`src/rtl/threedeeohpad_chain.sv`:
```
// threedeeohpad_chain
//   3DO controller-port serialiser. It emulates NUM_PADS daisy-chained pads on
//   one console port. While ps is high, every pad word is latched. Once ps is
//   low, the words are shifted out MSB-first, pad 0 first, one bit per rising
//   edge of the console clk. The console pins are resynchronised, and all state
//   runs on system_clock.
//
//   Optional feature: define DAISY_CHAIN_EN to add the chain_in port. When the
//   local pads are exhausted, chain_in (downstream pad data) is passed through
//   to dat. Without the macro, dat idles high after the last local bit.
//
// Ports
//   system_clock    in   system clock, rising edge
//   system_reset_n  in   async active-low reset
//   ps              in   console parallel/serial select (high = latch)
//   clk             in   console shift clock
//   dat             out  serial data to console (active-low buttons, idle high)
//   i               in   pad words, pad k = i[k*BITS +: BITS], 1 = pressed
//   chain_in        in   downstream pad data (DAISY_CHAIN_EN only)
//   bit_count       out  bits shifted this frame, saturates at TOTAL
//   frame_done      out  one-cycle pulse when bit_count reaches TOTAL
module threedeeohpad_chain #(
    parameter  int BITS        = 16,
    parameter  int NUM_PADS    = 2,
    parameter  int SYNC_STAGES = 2,
    localparam int TOTAL       = NUM_PADS * BITS,
    localparam int CW          = $clog2(TOTAL + 1)
) (
    input  logic             system_clock,
    input  logic             system_reset_n,
    input  logic             ps,
    input  logic             clk,
    output logic             dat,
    input  logic [TOTAL-1:0] i,
`ifdef DAISY_CHAIN_EN
    input  logic             chain_in,
`endif
    output logic [CW-1:0]    bit_count,
    output logic             frame_done
);

    // Pad 0 occupies the top of the shift register, so it leaves first.
    logic [TOTAL-1:0] load_word;
    for (genvar k = 0; k < NUM_PADS; k++) begin : g_pad
        assign load_word[TOTAL-1-k*BITS -: BITS] = i[k*BITS +: BITS];
    end

    logic [SYNC_STAGES-1:0] ps_sync, clk_sync;
    logic                   clk_s_d;
    logic [TOTAL-1:0]       sr;
    logic                   ps_s, clk_s, clk_rise, at_end, dat_next;

    assign ps_s     = ps_sync[SYNC_STAGES-1];
    assign clk_s    = clk_sync[SYNC_STAGES-1];
    assign clk_rise = clk_s & ~clk_s_d;
    assign at_end   = (bit_count == CW'(TOTAL));

`ifdef DAISY_CHAIN_EN
    logic [SYNC_STAGES-1:0] chain_sync;
    logic                   chain_s;
    assign chain_s = chain_sync[SYNC_STAGES-1];

    always_ff @(posedge system_clock or negedge system_reset_n) begin
        if (!system_reset_n) chain_sync <= '0;
        else                 chain_sync <= {chain_sync[SYNC_STAGES-2:0], chain_in};
    end
`endif

    // Value dat should take on the next console low-phase cycle.
    always_comb begin
        dat_next = 1'b1;
        if (!ps_s) begin
            if (!at_end) begin
                dat_next = ~sr[TOTAL-1];
            end else begin
`ifdef DAISY_CHAIN_EN
                dat_next = chain_s;
`else
                dat_next = 1'b1;
`endif
            end
        end
    end

    always_ff @(posedge system_clock or negedge system_reset_n) begin
        if (!system_reset_n) begin
            ps_sync    <= '0;
            clk_sync   <= '0;
            clk_s_d    <= 1'b0;
            sr         <= '0;
            bit_count  <= '0;
            frame_done <= 1'b0;
            dat        <= 1'b1;
        end else begin
            ps_sync    <= {ps_sync[SYNC_STAGES-2:0], ps};
            clk_sync   <= {clk_sync[SYNC_STAGES-2:0], clk};
            clk_s_d    <= clk_s;
            frame_done <= 1'b0;
            // Latch wins over a coincident clk edge.
            if (ps_s) begin
                sr        <= load_word;
                bit_count <= '0;
            end else if (clk_rise) begin
                sr <= {sr[TOTAL-2:0], 1'b0};
                // Saturate at TOTAL, so the pulse fires only once per frame.
                if (!at_end) begin
                    bit_count <= bit_count + 1'b1;
                    if (bit_count == CW'(TOTAL - 1)) frame_done <= 1'b1;
                end
            end
            // dat only changes while the console clock is low.
            if (!clk_s) dat <= dat_next;
        end
    end

endmodule

```
`config.mk`:
```
export PLATFORM = sky130hd
export DESIGN_NAME = threedeeohpad_chain
export DESIGN_NICKNAME = d
export VERILOG_FILES = /design/src/rtl/threedeeohpad_chain.sv
export SDC_FILE = /design/constraint.sdc
export NUM_CORES = 1
export LEC_CHECK = 0
export ABC_AREA = 1
export CORE_MARGIN = 4
export CORE_UTILIZATION = 50
export CTS_CLUSTER_DIAMETER = 40
export DETAILED_ROUTE_END_ITERATION = 10
export PLACE_DENSITY_LB_ADDON = 0.1
export RECOVER_POWER = 50
export SLEW_MARGIN = 25
export SYNTH_ARGS = -nofsm -noshare
export SYNTH_HDL_FRONTEND = slang
export SYNTH_SLANG_ARGS = --single-unit
```
`constraint.sdc`:
```
create_clock -name system_clock -period 1.4 [get_ports system_clock]
set_input_delay 0.21 -clock system_clock [delete_from_list [all_inputs] [get_ports system_clock]]
set_output_delay 0.21 -clock system_clock [all_outputs]
set_load 0.05 [all_outputs]
```
==> impl_metrics.json, run 1 <==
{
  "viasPerCell": 5.12,
  "synthMuxAreaShare": 0,
  "combPwrFrac": 0.151,
  "crit_chain": "buf_4 > ha_1 > nand2_1 > inv_1 > nand2_1 > nand2_1 > inv_1 > nand3_1 > nand2_1",
  "cp-start-kind": "flop",
  "tightest_slew_ns": 0.455,
  "cts_tree": "built",
  "synth_compound_area_frac": 0.143,
  "clk_pin_slew_worst_paths_ns": 0.08,
  "run_status": "completed",
  "grt_usage": 0.185,
  "synthFlopType": "dfrtp_1",
  "numPortBuffers": 43,
  "slowest_stage": "dfrtp_2",
  "clockPowerShare": 0.340,
  "ys_ff_latch": 45,
  "grt_overflow": 0,
  "ys.warnings.count": 0,
  "core_area_mm2": 0.00374,
  "cp.arrival_ns": 1.54,
  "start_util": 0.532,
  "final_util": 0.728,
  "synth_edf_count": 0,
  "finalHoldViolCount": 0,
  "intPower_mw": 2.15,
  "worstPathRequired_ns": 1.63,
  "synth_area_mm2": 0.00199,
  "area_delta_synth_final_pct": 36.8,
  "setup_ws_ns": 0.0911,
  "die_area_mm2": 0.00506,
  "max_freq_mhz": 764,
  "cts-buffers-inserted": 5,
  "dp_slack_ns": 0.106,
  "drive_gt1_frac": 0.143,
  "antenna_found_initial": 0,
  "die_h_um": 71.1,
  "synth_seq_area_share": 0.566,
  "cpMostUsedCell": "nand2_1",
  "fin_crit_sh": 0.935,
  "ir_drop_uv": 1010,
  "maxSlewViolCount": 0,
  "yosysMostFrequentCell": "nand2_1",
  "drv_cap": 0,
  "fin_cells": 313,
  "yosys.area.top_type": "dfrtp_1",
  "endpoint_kind": "flop",
  "grt_first_pass_wirelength_um": 7530,
  "synth-xor-area-share": 0,
  "async_reset_ff_frac": 1.00,
  "cpPeakStageDelay_ns": 0.41,
  "ioPinCount": 44,
  "drc_errors": 0,
  "die_x_um": 71.1,
  "dp_hpwl_um": 3040,
  "p_seq_frac": 0.509,
  "post_cts_buffers": 0,
  "drt_iter0_drc": 117,
  "synth_top_family_by_area": "simple AND/OR/NAND/NOR gates",
  "holdPathStages": 0,
  "fin_crit_ns": 1.31,
  "fin_area_mm2": 0.00273,
  "n_antenna_cell": 0,
  "grt_pass1_vias": 1698,
  "ctsHtreeMaxLevel": 2,
  "clockBufferDepth": 2,
  "clkSinkCount": 45,
  "fin_nets": 302,
  "synth.avg_cell_area_um2": 9.26,
  "synth_nets": 253,
  "rr_worst_depth": 9,
  "p_per_area_mw_per_mm2": 1040,
  "yosysUniqueCellTypes": 20,
  "synth_common_cells": "60 x nand2_1, 44 x dfrtp_1, 41 x inv_1, 28 x o221ai_1, 11 x nand3_1",
  "synthAdderAreaFrac": 0.0126,
  "cts_resized": 0,
  "rows": 22,
  "fin_setup_tns_ns": 0,
  "final.setup_skew_ns": 0.00725,
  "wl_um": 4210,
  "synthSimpleGateAreaFrac": 0.170,
  "clk_latency_ns": 0.29,
  "p_sw_uw": 687,
  "min_path_type": "flop to flop",
  "drt_pass1_iterations": 4,
  "avgRoutedWirePerCell_um": 13.4,
  "power_leakage_nw": 1.31,
  "syn_inst": 215,
  "switching_share": 0.242,
  "rsz0062_at_grt": "false",
  "setup_viol": 0,
  "grt_max_degree": 34,
  "slew_headroom": 0.697,
  "vias": 1602,
  "place_inst": 304,
  "root_buffer": "clkbuf_8",
  "globalplace.congestion": 0.853,
  "dpl_cell_area_mm2": 0.00262,
  "ant_nets": 0,
  "synthTopCellsByArea": "dfrtp_1 55%, o221ai_1 12%, nand2_1 11%",
  "critPathKind": "flop to flop",
  "netlist.area_leader.share": 0.553,
  "critPathMaxFanout": 3
}
==> cell families (layout without fill, tap and decap cells) <==
kind of cell,count (synthesis),count (layout)
flops,45,45
simple gates,80,80
fa+ha+maj,2,2
compound gates,34,34
buf+inv,54,104
==> metal layers <==
metal | GRT usage | vias to the layer above | share of wire
met5 | 0 | - | 0
met4 | 0.0418 | 0 | 0.0045
met3 | 0.0540 | 5 | 0.052
met2 | 0.326 | 39 | 0.51
met1 | 0.225 | 753 | 0.44
li1 | - | 805 | -
==> placed cells by master, fill, tap and decap left out, drive strengths merged <==
master         count
o21ai              3
o221ai            28
o211ai             2
nand4              1
bufinv             1
buf               15
inv               43
clkdlybuf4s50     32
nor3               1
nand3             11
clkbuf             9
dfstp              1
dfrtp             44
ha                 2
dlygate4sd3        3
clkinv             1
o22a               1
nand2             61
nor2               6
==> area by class of cell <==
| cell class | instances | area, um2 |
|---|---|---|
| fillers | 290 | 1020 |
| multi-input cells | 116 | 669 |
| clock buffers | 6 | 72.6 |
| repair buffers | 53 | 592 |
| well taps | 48 | 60.1 |
| clock inverters | 2 | 38.8 |
| inverters | 43 | 161 |
| flip-flops and latches | 45 | 1130 |
==> per-stage QoR <==
step | power [mW] | hold WS (ns)
floorplan | 1.69 | -0.0856
global placement | 1.90 | 0.174
detailed placement | 1.91 | 0.181
CTS | 2.87 | 0.343
global route | 2.99 | 0.368
finish | 2.84 | 0.356
==> worst paths after layout <==
path | startpoint | endpoint | slack (ns)
min reg2reg | ps_sync[0] | ps_sync[1] | 0.36
max in group asynchronous | system_reset_n | bit_count[3] | 0.28
max | bit_count[0] | bit_count[4] | 0.09
min in group asynchronous | system_reset_n | sr[16] | 0.39
min | ps_sync[0] | ps_sync[1] | 0.36
max reg2reg | bit_count[0] | bit_count[4] | 0.09
==> flip-flops by register name, summed over array words and instances, names as in the netlist <==
| register | cells |
|---|---|
| sr | 32 |
| bit_count | 6 |
| clk_sync | 2 |
| ps_sync | 2 |
| clk_s_d | 1 |
| dat | 1 |
| frame_done | 1 |
==> worst max-delay path, delay by kind of cell, from the launching register on <==
kind	cells	cell delay, ns
DFF	1	0.41
and+or+nand+nor	5	0.35
buffers and inverters	3	0.26
adders and majority gates	1	0.21
==> power by group through the flow <==
stage / Sequential, mW / Combinational [mW] / Clock, mW
finish: 1.45 / 0.429 / 0.965
global route: 1.46 / 0.478 / 1.05
CTS: 1.45 / 0.441 / 0.985
detailed placement: 1.47 / 0.438 / 0
global placement: 1.47 / 0.427 / 0
floorplan: 1.48 / 0.206 / 0
==> timing repair <==
action	CTS	global route
endpoints found under the setup margin	0	4
hold buffers	1	0
hold endpoints to repair	16	0
No activity file was read; power rests on OpenSTA's default activity.
==> run 2: changes to the inputs <==
--- a/config.mk
+++ b/config.mk
@@ -12,7 +12,6 @@
 export DETAILED_ROUTE_END_ITERATION = 10
 export PLACE_DENSITY_LB_ADDON = 0.1
 export RECOVER_POWER = 50
-export SLEW_MARGIN = 25
 export SYNTH_ARGS = -nofsm -noshare
 export SYNTH_HDL_FRONTEND = slang
 export SYNTH_SLANG_ARGS = --single-unit
==> results of run 2 <==
The final DEF is identical to that of run 1; final timing and power are the same.
==> RTL change 1 (settings of run 2) <==
Register the output `frame_done` once more, with the module's reset; this adds one clock of latency there. The other outputs are not delayed to match. Comments in the files are not updated.
--- a/src/rtl/threedeeohpad_chain.sv
+++ b/src/rtl/threedeeohpad_chain.sv
@@ -39,4 +39,6 @@
     output logic             frame_done
 );
+
+    logic frame_done_s0;
 
     // Pad 0 occupies the top of the shift register, so it leaves first.
@@ -90,5 +92,5 @@
             sr         <= '0;
             bit_count  <= '0;
-            frame_done <= 1'b0;
+            frame_done_s0 <= 1'b0;
             dat        <= 1'b1;
         end else begin
@@ -96,5 +98,5 @@
             clk_sync   <= {clk_sync[SYNC_STAGES-2:0], clk};
             clk_s_d    <= clk_s;
-            frame_done <= 1'b0;
+            frame_done_s0 <= 1'b0;
             // Latch wins over a coincident clk edge.
             if (ps_s) begin
@@ -106,5 +108,5 @@
                 if (!at_end) begin
                     bit_count <= bit_count + 1'b1;
-                    if (bit_count == CW'(TOTAL - 1)) frame_done <= 1'b1;
+                    if (bit_count == CW'(TOTAL - 1)) frame_done_s0 <= 1'b1;
                 end
             end
@@ -114,4 +116,12 @@
     end
 
+    always_ff @(posedge system_clock or negedge system_reset_n) begin
+        if (!system_reset_n) begin
+            frame_done <= '0;
+        end else begin
+            frame_done <= frame_done_s0;
+        end
+    end
+
 endmodule
 
Behaviour: same outputs for any inputs over 10 cycles, from zero or initial values and one cycle with system_reset_n low; that may be too few to reach the edited logic, so the function may still have changed.
==> RTL change 1 against run 2 <==
  * Design area down 0.55%
  * Worst setup slack better by 5.1 ps
  * Sequential cell count up 1
  * Fmax up 0.39%
  * Routed wire length down 6.9%
  * Total power down 4.8%
  * First-iteration DRC count unchanged
  * Critical endpoint is now bit_count[1]$_DFFE_PN0P_
  * Largest power group unchanged
  * Clock skew down 2.7 ps
  * Utilization down 0.93 points
  * Synthesized area up 1.3%
==> RTL change 1: results (changes against run 2) <==
stage;metric;value;unit;change
outcome;run_status;finished, final reports clean;;
setup_path;worstSetupEndpoint;bit_count[1]$_DFFE_PN0P_;;
final_layout;layout-area-overhead-vs-synth;34.4;%;
sta;tightest_slew;490;ps;+35.3 ps
setup_path;ff2ff_path_depth;8;;-1
pwr;pwr.group.combinational;0.000422;W;-2%
setup_path;critical_path.max_stage_delay;430;ps;+20 ps
detailed_routing;detailedRoute.firstIterationViolations;117;;unchanged
final_layout;filler_cell_count;306;;+5.5%
logic_synthesis;syn_nets;254;;+0.40%
grt;globalRouteTotalUtil;0.169;;-0.0160
placement;detailed_place.area;0.00262;mm2;about the same
clock_network;h-tree-depth;2;;unchanged
pwr;total_power;0.00270;W;-4.8%
sta;clock_skew;4.60;ps;-2.65 ps
logic_synthesis;synth.cells.most_frequent;nand2_1, dfrtp_1, inv_1;;
clock_network;cts_max_path_buffers;2;;unchanged
clock_network;postCtsSetupRepairBufs;0;;unchanged
grt;first_global_vias;1552;;-8.6%
pwr;powerClk;0.000806;W;-16%
logic_synthesis;synth.avg_cell_area;9.34;um2;+0.79%
sta;finalWorstPathRequiredPeriod;1300;ps;-5.09 ps
logic_synthesis;ys_top_cells_by_area;dfrtp_1, o221ai_1, nand2_1, inv_1, nand3_1;;
logic_synthesis;synth.yosys.seq_area_share;0.571;;+0.00539
final_layout;fraction_of_layout_cells_with_a_size_suffix_above_1;0.140;;-0.00377
setup_path;critical-path-top-delay-family;simple AND/OR/NAND/NOR gates;;
setup_path;highest_net_fanout_along_the_worst_path;7;;+4
logic_synthesis;synth_warnings;0;;unchanged
detailed_routing;detail_route.vias_per_cell;5.06;;-1.1%
placement;gp_congestion;0.907;;+6.4%
grt;grt_pass1_wl;6820;um;-9.4%
pwr;int_pwr;0.00204;W;-5.2%
detailed_routing;wl_per_cell;12.5;um;-6.9%
pwr;vdd_drop_max;0.734;mV;-27%
sta;fin_worst_hold_slack;352;ps;-3.66 ps
grt;grt_start_max_net_pins;34;;unchanged
pwr;power_leakage;1.30;nW;-0.24%
placement;place_hpwl;2820;um;-7.2%
min_path;hold_path_end;ps_sync[1]$_DFF_PN0_;;
placement;pre_cts_ws;21.2;ps;-84.8 ps
[RTL change 1: cell count changes after synthesis, sizes merged]
cell	before	now
dfrtp	44	45
[RTL change 1: kinds of logic after synthesis]
logic type,after synthesis,synth area share
adder cells (fa/ha/maj),2,0.0124
buffers and inverters,54,0.108
flip-flops,46,0.571
AO/OA/AOI/OAI,34,0.141
AND/OR/NAND/NOR,80,0.167
[RTL change 1: layout make-up]
type,instances,area share
multi-input cells,116,0.247
flip-flops and latches,46,0.427
clock inverters,1,0.00185
inverters,43,0.0596
repair buffers,52,0.211
clock buffers,7,0.0319
well taps,48,0.0222
[RTL change 1: per-layer routing]
metal  share of wire  global-route usage  up-vias
li1                -                   -      808
met1            0.47               0.217      733
met2            0.46               0.279       40
met3           0.063              0.0477        4
met4           0.011              0.0543        0
met5               0                   0        -
==> RTL change 2 (settings of run 2) <==
Made on the original files. Add a define of `DAISY_CHAIN_EN`.
--- a/src/rtl/threedeeohpad_chain.sv
+++ b/src/rtl/threedeeohpad_chain.sv
@@ -20,4 +20,6 @@
 //   bit_count       out  bits shifted this frame, saturates at TOTAL
 //   frame_done      out  one-cycle pulse when bit_count reaches TOTAL
+`define DAISY_CHAIN_EN
+
 module threedeeohpad_chain #(
     parameter  int BITS        = 16,
Interface: changed (added chain_in); port bits go from 44 to 45. No check against the original RTL was run, so the function may have changed too.
==> RTL change 2 against run 2 <==
  * Design area rose by 12%
  * Count of clock-buffer cells in the layout is 1 higher
  * Hold slack got worse by 3.0 ps
  * Synthesized area is 15% higher
  * Utilization fell by 3.5 points
  * Synthesized cell count increased by 3.3%
  * Total power grew 5.7%
  * Worst setup slack got worse by 7.7 ps
  * Sequential cell count grew 2
  * Routed wire length down 2.6%
  * Cell count grew 4.5%
  * Critical endpoint unchanged
  * Highest routed layer unchanged
==> RTL change 2: results (changes against run 2) <==
stage;metric;value;unit;change
outcome;run_status;finished, final reports clean;;
pwr;seq_power_share;0.502;;-0.007
grt;globalRouteMet2Util;0.229;;-0.0974
setup_path;critical-path-top-delay-family;simple AND/OR/NAND/NOR gates;;
sta;tightest_slew;626;ps;+171 ps
grt;grt_start_max_net_pins;48;;+41%
setup_path;highest_net_fanout_along_the_worst_path;7;;+4
pwr;int_pwr;0.00226;W;+5.1%
detailed_routing;met2_length;1880;um;-12%
pwr;power_leakage;1.41;nW;+7.8%
detailed_routing;wl_met1;1870;um;+2.0%
placement;io_buffers;44;;+2.3%
pwr;netSwitchingPower;0.000739;W;+7.6%
final_layout;fin_nets;313;;+3.6%
detailed_routing;routed-wl-met3;252;um;+16%
final_layout;filler_cell_count;336;;+16%
placement;pre_cts_ws;55.5;ps;-50.5 ps
final_layout;fraction_of_layout_cells_with_a_size_suffix_above_1;0.262;;+0.118
detailed_routing;detail_route.vias_per_cell;5.04;;-1.6%
placement;gp_congestion;0.791;;-7.3%
detailed_routing;wl_per_cell;12.5;um;-6.7%
logic_synthesis;compound_gate_fraction_of_synth_area;0.201;;+0.0588
logic_synthesis;synth_adder_area_share;0.0109;;-0.00168
setup_path;critical_path.max_stage_delay;440;ps;+30 ps
placement;place_hpwl;2770;um;-8.6%
grt;globalRouteTotalUtil;0.158;;-0.0270
grt;met1_usage;0.222;;-0.00262
logic_synthesis;synth.yosys.seq_area_share;0.512;;-0.0537
logic_synthesis;synth.cells.most_frequent;nand2_1, dfrtp_1, inv_1;;
pwr;vdd_drop_max;0.752;mV;-25%
logic_synthesis;post_synth_num_cell_types;23;;+15%
[RTL change 2: changes by cell type in the layout (fill, tap and decap cells not counted), sizes merged]
cell | before | now
clkbuf | 9 | 8
nand2 | 61 | 64
o21ai | 3 | 4
inv | 43 | 44
nor2 | 6 | 7
dlygate4sd3 | 3 | 4
o221ai | 28 | 29
dfrtp | 44 | 46
nand3 | 11 | 10
o211ai | 2 | 1
o22a | 1 | 0
buf | 15 | 19
[RTL change 2: final cells by class]
| type | instances | area, um2 | area share |
|---|---|---|---|
| flip-flops and latches | 47 | 1180 | 0.386 |
| multi-input cells | 119 | 888 | 0.291 |
| repair buffers | 56 | 646 | 0.211 |
| inverters | 45 | 171 | 0.0561 |
| clock buffers | 7 | 76.3 | 0.0250 |
| well taps | 52 | 65.1 | 0.0213 |
| clock inverters | 1 | 30.0 | 0.00982 |
[RTL change 2: path summary, 6_finish.rpt]
check                                         startpoint                        to  slack [ps]  depth (start not counted)
worst max register to register  bit_count[0]$_DFFE_PN0P_  bit_count[4]$_DFFE_PN0P_          80                          8
worst min register to register     clk_sync[0]$_DFF_PN0_     clk_sync[1]$_DFF_PN0_         350                          0
min in group asynchronous                 system_reset_n  bit_count[0]$_DFFE_PN0P_         570                          3
max in group asynchronous                 system_reset_n  bit_count[3]$_DFFE_PN0P_         390                          3
worst max-delay path            bit_count[0]$_DFFE_PN0P_  bit_count[4]$_DFFE_PN0P_          80                          8
worst min-delay path               clk_sync[0]$_DFF_PN0_     clk_sync[1]$_DFF_PN0_         350                          0
[RTL change 2: per-stage QoR]
step / area [um2] / TNS [ps] / instances
2_1_floorplan: 2300 / 0 / 222
3_3_place_gp: 2900 / 0 / 314
3_5_place_dp: 2900 / 0 / 314
4_1_cts: 3020 / 0 / 323
5_1_grt: 3060 / -26.8 / 327
6_report: 3060 / 0 / 327
